==> src/rtl/riscv_dmem_arbiter_if.sv <==
// ----------------------------------------------------------------
// riscv_dmem_arbiter_if : pipeline, debug and memory bus bundle
// Rev 1.0
// ----------------------------------------------------------------
`default_nettype none

interface riscv_dmem_arbiter_if #(
  parameter int XLEN = 32
);
  logic            p_MemRead;
  logic            p_MemWrite;
  logic [XLEN-1:0] p_dAddress;
  logic [XLEN-1:0] p_dWriteData;
  logic            p_stall;
  logic [XLEN-1:0] p_dReadData;

  logic            d_req;
  logic            d_we;
  logic            d_lock;
  logic [XLEN-1:0] d_addr;
  logic [XLEN-1:0] d_wdata;
  logic            d_gnt;
  logic            d_rvalid;
  logic [XLEN-1:0] d_rdata;

  logic            MemRead;
  logic            MemWrite;
  logic [XLEN-1:0] dAddress;
  logic [XLEN-1:0] dWriteData;
  logic [XLEN-1:0] dReadData;

  modport slave (
    input  p_MemRead, p_MemWrite, p_dAddress, p_dWriteData,
    input  d_req, d_we, d_lock, d_addr, d_wdata,
    input  dReadData,
    output p_stall, p_dReadData,
    output d_gnt, d_rvalid, d_rdata,
    output MemRead, MemWrite, dAddress, dWriteData
  );

  modport master (
    output p_MemRead, p_MemWrite, p_dAddress, p_dWriteData,
    output d_req, d_we, d_lock, d_addr, d_wdata,
    output dReadData,
    input  p_stall, p_dReadData,
    input  d_gnt, d_rvalid, d_rdata,
    input  MemRead, MemWrite, dAddress, dWriteData
  );
endinterface

`default_nettype wire

==> src/rtl/riscv_dmem_arbiter.sv <==
// ----------------------------------------------------------------
// riscv_dmem_arbiter : shares the data-memory port between pipeline and debug
// Rev 1.0
// ----------------------------------------------------------------
`default_nettype none

module riscv_dmem_arbiter #(
  parameter int XLEN      = 32,
  parameter int MAX_WAIT  = 8,
  parameter int MAX_BURST = 4
) (
  input  logic                  clk,
  input  logic                  rst,
  riscv_dmem_arbiter_if.slave   bus
);

  localparam int WAIT_W  = $clog2(MAX_WAIT + 1);
  localparam int BURST_W = $clog2(MAX_BURST + 1);
  localparam logic [WAIT_W-1:0]  WAIT_MAX  = WAIT_W'(MAX_WAIT);
  localparam logic [BURST_W-1:0] BURST_MAX = BURST_W'(MAX_BURST);

  typedef enum logic [0:0] {
    ARB      = 1'b0,
    DBG_LOCK = 1'b1
  } state_t;

  state_t               state;
  logic [WAIT_W-1:0]    wait_cnt;
  logic [BURST_W-1:0]   burst_cnt;
  logic                 rd_pending;
  logic                 rd_owner_dbg;

  logic                 p_req;
  logic                 forced_release;
  logic                 dbg_win;

  always_comb begin
    p_req          = bus.p_MemRead | bus.p_MemWrite;
    forced_release = (state == DBG_LOCK) && (burst_cnt == BURST_MAX) && p_req;
    if (state == ARB)
      dbg_win = bus.d_req & (~p_req | (wait_cnt == WAIT_MAX));
    else
      dbg_win = bus.d_req & ~forced_release;
  end

  // Loser is not latched: a refused master keeps presenting its request.
  assign bus.MemRead    = dbg_win ? (bus.d_req & ~bus.d_we) : bus.p_MemRead;
  assign bus.MemWrite   = dbg_win ? (bus.d_req &  bus.d_we) : bus.p_MemWrite;
  assign bus.dAddress   = dbg_win ? bus.d_addr  : (p_req ? bus.p_dAddress   : '0);
  assign bus.dWriteData = dbg_win ? bus.d_wdata : (p_req ? bus.p_dWriteData : '0);

  assign bus.d_gnt       = dbg_win;
  assign bus.p_stall     = dbg_win & p_req;
  assign bus.d_rvalid    = rd_pending & rd_owner_dbg;
  assign bus.d_rdata     = bus.dReadData;
  assign bus.p_dReadData = bus.dReadData;

  always_ff @(posedge clk) begin
    if (rst) begin
      state        <= ARB;
      wait_cnt     <= '0;
      burst_cnt    <= '0;
      rd_pending   <= 1'b0;
      rd_owner_dbg <= 1'b0;
    end else begin
      rd_pending   <= bus.MemRead;
      rd_owner_dbg <= dbg_win;

      if (dbg_win || !bus.d_req)
        wait_cnt <= '0;
      else if (p_req && (wait_cnt != WAIT_MAX))
        wait_cnt <= wait_cnt + WAIT_W'(1);

      case (state)
        ARB: begin
          if (dbg_win && bus.d_lock) begin
            state     <= DBG_LOCK;
            burst_cnt <= BURST_W'(1);
          end
        end
        DBG_LOCK: begin
          if (!bus.d_req || forced_release || (dbg_win && !bus.d_lock)) begin
            state     <= ARB;
            burst_cnt <= '0;
          end else if (burst_cnt != BURST_MAX) begin
            burst_cnt <= burst_cnt + BURST_W'(1);
          end
        end
        default: begin
          state     <= ARB;
          burst_cnt <= '0;
        end
      endcase
    end
  end

endmodule

`default_nettype wire
==> src/flat_wrapper.sv <==
// flat-port wrapper written by rule: the top's interface ports become plain ports
module riscv_dmem_arbiter_flat 
#(
  parameter int XLEN      = 32,
  parameter int MAX_WAIT  = 8,
  parameter int MAX_BURST = 4
)
  (clk, rst, bus_p_MemRead, bus_p_MemWrite, bus_p_dAddress, bus_p_dWriteData, bus_d_req, bus_d_we, bus_d_lock, bus_d_addr, bus_d_wdata, bus_dReadData, bus_p_stall, bus_p_dReadData, bus_d_gnt, bus_d_rvalid, bus_d_rdata, bus_MemRead, bus_MemWrite, bus_dAddress, bus_dWriteData);
  riscv_dmem_arbiter_if #(.XLEN(XLEN)) bus_i ();
  input  logic clk;
  input  logic rst;
  input wire logic [$bits(bus_i.p_MemRead)-1:0] bus_p_MemRead;
  input wire logic [$bits(bus_i.p_MemWrite)-1:0] bus_p_MemWrite;
  input wire logic [$bits(bus_i.p_dAddress)-1:0] bus_p_dAddress;
  input wire logic [$bits(bus_i.p_dWriteData)-1:0] bus_p_dWriteData;
  input wire logic [$bits(bus_i.d_req)-1:0] bus_d_req;
  input wire logic [$bits(bus_i.d_we)-1:0] bus_d_we;
  input wire logic [$bits(bus_i.d_lock)-1:0] bus_d_lock;
  input wire logic [$bits(bus_i.d_addr)-1:0] bus_d_addr;
  input wire logic [$bits(bus_i.d_wdata)-1:0] bus_d_wdata;
  input wire logic [$bits(bus_i.dReadData)-1:0] bus_dReadData;
  output wire logic [$bits(bus_i.p_stall)-1:0] bus_p_stall;
  output wire logic [$bits(bus_i.p_dReadData)-1:0] bus_p_dReadData;
  output wire logic [$bits(bus_i.d_gnt)-1:0] bus_d_gnt;
  output wire logic [$bits(bus_i.d_rvalid)-1:0] bus_d_rvalid;
  output wire logic [$bits(bus_i.d_rdata)-1:0] bus_d_rdata;
  output wire logic [$bits(bus_i.MemRead)-1:0] bus_MemRead;
  output wire logic [$bits(bus_i.MemWrite)-1:0] bus_MemWrite;
  output wire logic [$bits(bus_i.dAddress)-1:0] bus_dAddress;
  output wire logic [$bits(bus_i.dWriteData)-1:0] bus_dWriteData;
  assign bus_i.p_MemRead = bus_p_MemRead;
  assign bus_i.p_MemWrite = bus_p_MemWrite;
  assign bus_i.p_dAddress = bus_p_dAddress;
  assign bus_i.p_dWriteData = bus_p_dWriteData;
  assign bus_i.d_req = bus_d_req;
  assign bus_i.d_we = bus_d_we;
  assign bus_i.d_lock = bus_d_lock;
  assign bus_i.d_addr = bus_d_addr;
  assign bus_i.d_wdata = bus_d_wdata;
  assign bus_i.dReadData = bus_dReadData;
  assign bus_p_stall = bus_i.p_stall;
  assign bus_p_dReadData = bus_i.p_dReadData;
  assign bus_d_gnt = bus_i.d_gnt;
  assign bus_d_rvalid = bus_i.d_rvalid;
  assign bus_d_rdata = bus_i.d_rdata;
  assign bus_MemRead = bus_i.MemRead;
  assign bus_MemWrite = bus_i.MemWrite;
  assign bus_dAddress = bus_i.dAddress;
  assign bus_dWriteData = bus_i.dWriteData;
  riscv_dmem_arbiter #(.XLEN(XLEN), .MAX_WAIT(MAX_WAIT), .MAX_BURST(MAX_BURST)) u_core (.clk(clk), .rst(rst), .bus(bus_i));
endmodule
==> config.mk <==
export PLATFORM = sky130hd
export DESIGN_NAME = riscv_dmem_arbiter_flat
export DESIGN_NICKNAME = d
export VERILOG_FILES = /design/src/rtl/riscv_dmem_arbiter_if.sv /design/src/rtl/riscv_dmem_arbiter.sv /design/src/flat_wrapper.sv
export SDC_FILE = /design/constraint.sdc
export NUM_CORES = 1
export LEC_CHECK = 0
export CAP_MARGIN = 20
export CORE_AREA = 5 5 113 115
export DETAILED_ROUTE_END_ITERATION = 10
export DIE_AREA = 0 0 118 120
export DONT_BUFFER_PORTS = 1
export HOLD_SLACK_MARGIN = 0.06
export PLACE_DENSITY = 0.35
export SYNTH_ARGS = -nofsm -noshare
export SYNTH_HDL_FRONTEND = slang
export SYNTH_SLANG_ARGS = --single-unit
==> constraint.sdc <==
create_clock -name clk -period 5.6 [get_ports clk]
set_clock_uncertainty 0.15 [all_clocks]
set_input_delay 1.68 -clock clk [delete_from_list [all_inputs] [get_ports clk]]
set_output_delay 1.68 -clock clk [all_outputs]
set_load 0.005 [all_outputs]
==> qor.csv, run 1 <==
metric,value,unit
setup_ws,0.725,ns
layout-drive-gt1-share,4.74,%
fin_total_pwr,0.310,mW
area_delta_synth_final,-11.8,%
fin_nets,447,
syn_area,0.00237,mm2
ys_async_sr_fraction,0,%
htree_levels,1,
power_leakage,1.41,nW
grtUsageTotal,9.86,%
synth.most_common_cell,inv_1,
grt_pass1_vias,1878,
slowest_delay,0.52,ns
cap_viol_max_count,0,
worst_pin_slew,0.600,ns
antenna_left,0,
clockRootBuffer,clkbuf_16,
core_area,0.0117,mm2
hp-class,reg2reg,
place_area,0.00199,mm2
vias,1863,
ys_warn_count,0,
crit_chain,"nor2_1, o31ai_4, buf_4, mux2i_1",
post-cts-setup-buffer-count,0,
busiest_layer,met2,
slew_violations,0,
critPathCaptureType,output pin,
clkTransAtPathRegs,0.04,ns
cts_tree,built,
place_hpwl,6.66,mm
synth-edff-count,0,
critical_path_class,in2out,
worstSetupStartpointType,primary input,
syn_inst,350,
use_met1,11.4,%
cpMaxStageDelayCell,buf_4,
met2_usage,16.5,%
power_density,148,mW/mm2
clk_path_buf_depth,2,
clock_latency,0.24,ns
post_cts_resized,0,
hold_viol_final,0,
gp_congestion,0.733,
path_delay_family,buffers and inverters,
synth_top_area_cell,mux2i_1,
rrSetupSlack,3.58,ns
placed_cells,417,
peakVddDrop,0.0911,mV
antenna_found_initial,0,
synth_top_area_share,27.0,%
synth_cell_types,40,
drcViolationCount,0,
maxSlewHeadroom,59.9,%
status,"complete, no violations",
drtPass1Iterations,6,
numPortBuffers,0,
stdcell_area,0.00209,mm2
final-setup-viol-count,0,
cts_hold_buf,0,
worstPathRequired,3.77,ns
hold_slack,0.364,ns
n_antenna_cell,0,
layout_min_cycle_time,4.87,ns
die_w,118,um
fin_cells,421,
numCtsBuffers,3,
dieHeight,120,um
num_rows,40,
max_clock_freq,0.205,GHz
grt_max_degree,59,
finalCritPeriodShare,87.0,%
ys_seq_area_share,8.45,%
overflow,0,
synth-seq-cells,10,
start_util,20.2,%
path_buf_inv,1,
synth-main-ff-cell,dfxtp_1,
numClockSinks,10,
design.die.area,0.0142,mm2
fin_util,17.8,%
wire_per_inst,18.3,um
syn-num-nets,521,
yosys-top-cells-count,"70 x inv_1, 69 x buf_4, 66 x nand2_1",
worstPathMaxFanout,38,
drtIter0Drc,58,
routed_via_density,4.43,
totalWireLength,7.70,mm
pre_cts_ws,0.627,ns
post_synth.cell_area_avg,6.77,um2
io-pin-count,300,
critPathArrivalTime,3.04,ns
use_met3,4.48,%
setup_tns,0,ns
synth_area_leaders,"mux2i_1 27%, buf_4 22%, inv_1 11%",
grt_pass1_wl,11.1,mm
rsz0062_at_grt,false,
-- layout by cell type (no fill, tap or decap), drive strengths merged, types with 3 or more instances in the layout --
cell / count
a21oi: 7
nand2b: 3
nor2: 3
ha: 4
inv: 70
clkbuf: 3
dfxtp: 10
nand2: 66
nor3b: 3
nand3: 4
mux2i: 64
buf: 4
o21ai: 6
-- flip-flops by register name, summed over array words and instances, names as in the netlist --
register,flops
u_core.burst_cnt,3
u_core.rd_owner_dbg,1
u_core.wait_cnt,4
u_core.state,1
u_core.rd_pending,1
-- power by group --
part	internal [mW]	switching (mW)	total, mW	leakage (nW)
clock network	0.0930	0.0373	0.130	0.0370
registers	0.0731	0.00146	0.0746	0.0812
logic	0.0422	0.0625	0.105	1.29
total	0.208	0.101	0.310	1.41
-- path summary, 6_finish.rpt --
path	startpoint	cells after the start	to
hold reg to reg	u_core.wait_cnt[0]	2	u_core.wait_cnt[0]
setup reg to reg	u_core.wait_cnt[0]	6	u_core.state
setup / recovery	bus_p_MemRead	4	bus_dAddress[15]
hold / removal	u_core.wait_cnt[0]	2	u_core.wait_cnt[0]
-- logic make-up after synthesis --
group | after synthesis | synth area share [%]
multiplexers | 65 | 27.5
flip-flops | 10 | 8.45
AO/OA/AOI/OAI | 27 | 7.50
adder cells (fa/ha/maj) | 4 | 2.11
buffers and inverters | 153 | 36.2
AND/OR/NAND/NOR | 91 | 18.2
-- worst reg2reg max path, stage by stage (launching register included) --
cell and delay [ns]:
dfxtp_1 0.36, inv_1 0.07, ha_1 0.24, nor4bb_4 0.20
o31ai_4 0.24, buf_4 0.52, nor3b_2 0.09
-- routing by layer --
layer | up-vias | part of all wire, %
met3 | 9 | 10
met4 | 0 | 1.1
met2 | 157 | 50
li1 | 875 | -
met5 | - | 0
met1 | 822 | 39
-- layout make-up --
| type | count | area, um2 |
|---|---|---|
| fill | 1364 | 9620 |
| multi-input combinational | 187 | 1320 |
| inverter | 70 | 263 |
| sequential | 10 | 200 |
| tap | 147 | 184 |
| clock buffer | 3 | 75.1 |
| timing repair buffer | 4 | 42.5 |
Power figures use the tool's default switching activity.
==> inputs of run 2 (changes only) <==
- CELL_PAD_IN_SITES_DETAIL_PLACEMENT: unset -> 0
- CELL_PAD_IN_SITES_GLOBAL_PLACEMENT: unset -> 1
- CORE_AREA: 5 5 113 115 -> 5 5 114 116
- DIE_AREA: 0 0 118 120 -> 0 0 119 121
- PLACE_DENSITY: 0.35 -> 0.5
- SLEW_MARGIN: unset -> 15
==> run 2 against run 1 <==
- sequential share of layout area shrank 0.051 points
- cell count is 0.24% lower
- highest routed layer unchanged
- clock power rose by 9%
==> qor.csv, run 2 (synthesis gave the netlist of run 1 again) <==
metric,value,unit,change
max_clock_freq,0.211,GHz,+2.8%
num_rows,40,,unchanged
final-setup-viol-count,0,,unchanged
core_area,0.0118,mm2,+0.85%
clk_path_buf_depth,2,,unchanged
clkTransAtPathRegs,0.04,ns,about the same
largestRegisters,"u_core.wait_cnt: 4 flops, u_core.burst_cnt: 3 flops",,
gp_congestion,0.736,,+0.37%
worstSetupStartpointType,primary input,,
crit_chain,"nor2_1, o31ai_4, buf_12, mux2_1",,
antenna_found_initial,0,,unchanged
fin_total_pwr,0.319,mW,+3.1%
io-pin-count,300,,unchanged
rrSetupSlack,3.66,ns,+0.08 ns
worst_pin_slew,0.560,ns,-0.0402 ns
final_common_cell,inv_1,,
hold_viol_final,0,,unchanged
largest_reg_flops,4,,unchanged
layout_min_cycle_time,4.74,ns,-0.132 ns
post-cts-setup-buffer-count,0,,unchanged
dieHeight,121,um,+0.83%
numCtsBuffers,3,,unchanged
clockRootBuffer,clkbuf_16,,
n_antenna_cell,0,,unchanged
drcViolationCount,0,,unchanged
clock_latency,0.24,ns,about the same
grt_pass1_vias,1882,,+0.21%
drtIter0Drc,88,,+52%
worstPathMaxFanout,69,,+82%
htree_levels,1,,unchanged
grt_max_degree,70,,+19%
setup_tns,0,ns,unchanged
cts_tree,built,,
numPortBuffers,0,,unchanged
fin_nets,445,,-0.45%
power_leakage,1.41,nW,+0.31%
cpMaxStageDelayCell,buf_12,,
status,"complete, no violations",,
cap_viol_max_count,0,,unchanged
fin_util,17.8,%,-0.056 points
critPathCaptureType,output pin,,
path_delay_family,buffers and inverters,,
fill_cells,1343,,-1.5%
finalCritPeriodShare,84.7,%,-2.4 points
slowest_delay,0.41,ns,-0.11 ns
overflow,0,,unchanged
critPathArrivalTime,2.91,ns,-0.13 ns
grtUsageTotal,7.88,%,-2.0 points
grt_pass1_wl,9.53,mm,-14%
die_w,119,um,+0.85%
largest-register,u_core.wait_cnt,,
wire_per_inst,15.1,um,-17%
design.die.area,0.0144,mm2,+1.7%
drtPass1Iterations,4,,-2
antenna_left,0,,unchanged
power_density,152,mW/mm2,+2.5%
slew_violations,0,,unchanged
path_buf_inv,1,,unchanged
critical_path_class,in2out,,
post_cts_resized,0,,unchanged
start_util,20.1,%,-0.17 points
numClockSinks,10,,unchanged
totalWireLength,6.35,mm,-18%
rsz0062_at_grt,false,,
area_delta_synth_final,-11.4,%,
vias,1825,,-2.0%
maxSlewHeadroom,62.7,%,+2.8 points
hp-class,reg2reg,,
final_cell_mix,"70 x inv_1, 66 x nand2_1, 64 x mux2i_1",,
cts_hold_buf,0,,unchanged
place_hpwl,5.23,mm,-21%
layout-drive-gt1-share,4.40,%,-0.35 points
peakVddDrop,0.0684,mV,-25%
routed_via_density,4.35,,-1.8%
worstPathRequired,3.77,ns,about the same
run 2: cell count changes in the layout (fill, tap and decap cells not counted), sizes merged:
cell	previous run	this run
clkbuf	3	4
buf	4	2
run 2: per-layer routing:
layer	GRT usage, %	wire length (um)	vias up
met5	0	0	-
met4	2.24	121	0
met3	2.75	581	14
met2	13.6	3160	133
met1	9.20	2480	805
li1	-	-	873
run 2: area by class of cell:
type / instances / area (um2) / share of cell area (%)
Clock buffer: 4 / 88.8 / 4.23
Sequential cell: 10 / 200 / 9.54
Tap cell: 147 / 184 / 8.76
Timing Repair Buffer: 2 / 40.0 / 1.91
Multi-Input combinational cell: 187 / 1320 / 63.1
Inverter: 70 / 263 / 12.5
run 2: final timing paths:
kind,from,endpoint,depth (start not counted)
worst min-delay path,u_core.burst_cnt[1],u_core.burst_cnt[1],2
worst max register to register,u_core.wait_cnt[0],u_core.state,6
worst min register to register,u_core.burst_cnt[1],u_core.burst_cnt[1],2
worst max-delay path,bus_p_MemRead,bus_MemWrite,4
run 2: worst reg2reg max path, cell delays in order (launching register included):
cell and delay [ns]:
dfxtp_1 0.37, inv_1 0.07, ha_1 0.24, nor4bb_4 0.20, o31ai_4 0.27, buf_12 0.41
nor3b_2 0.10
run 2: per-stage QoR:
stage	area [um2]	setup WS, ns	hold slack (ns)	instances
after detailed placement	2010	0.839	0.360	416
final	2100	0.857	0.363	420
after global placement	2010	0.855	0.351	416
after floorplan	2370	1.10	0.330	350
after CTS	2100	0.831	0.364	420
after global routing	2100	0.764	0.390	420
run 2: report_power, final:
part	switching [mW]	internal, mW	leakage, nW
Combinational	0.0601	0.0421	1.29
Sequential	0.00146	0.0731	0.0812
Clock	0.0349	0.108	0.0442
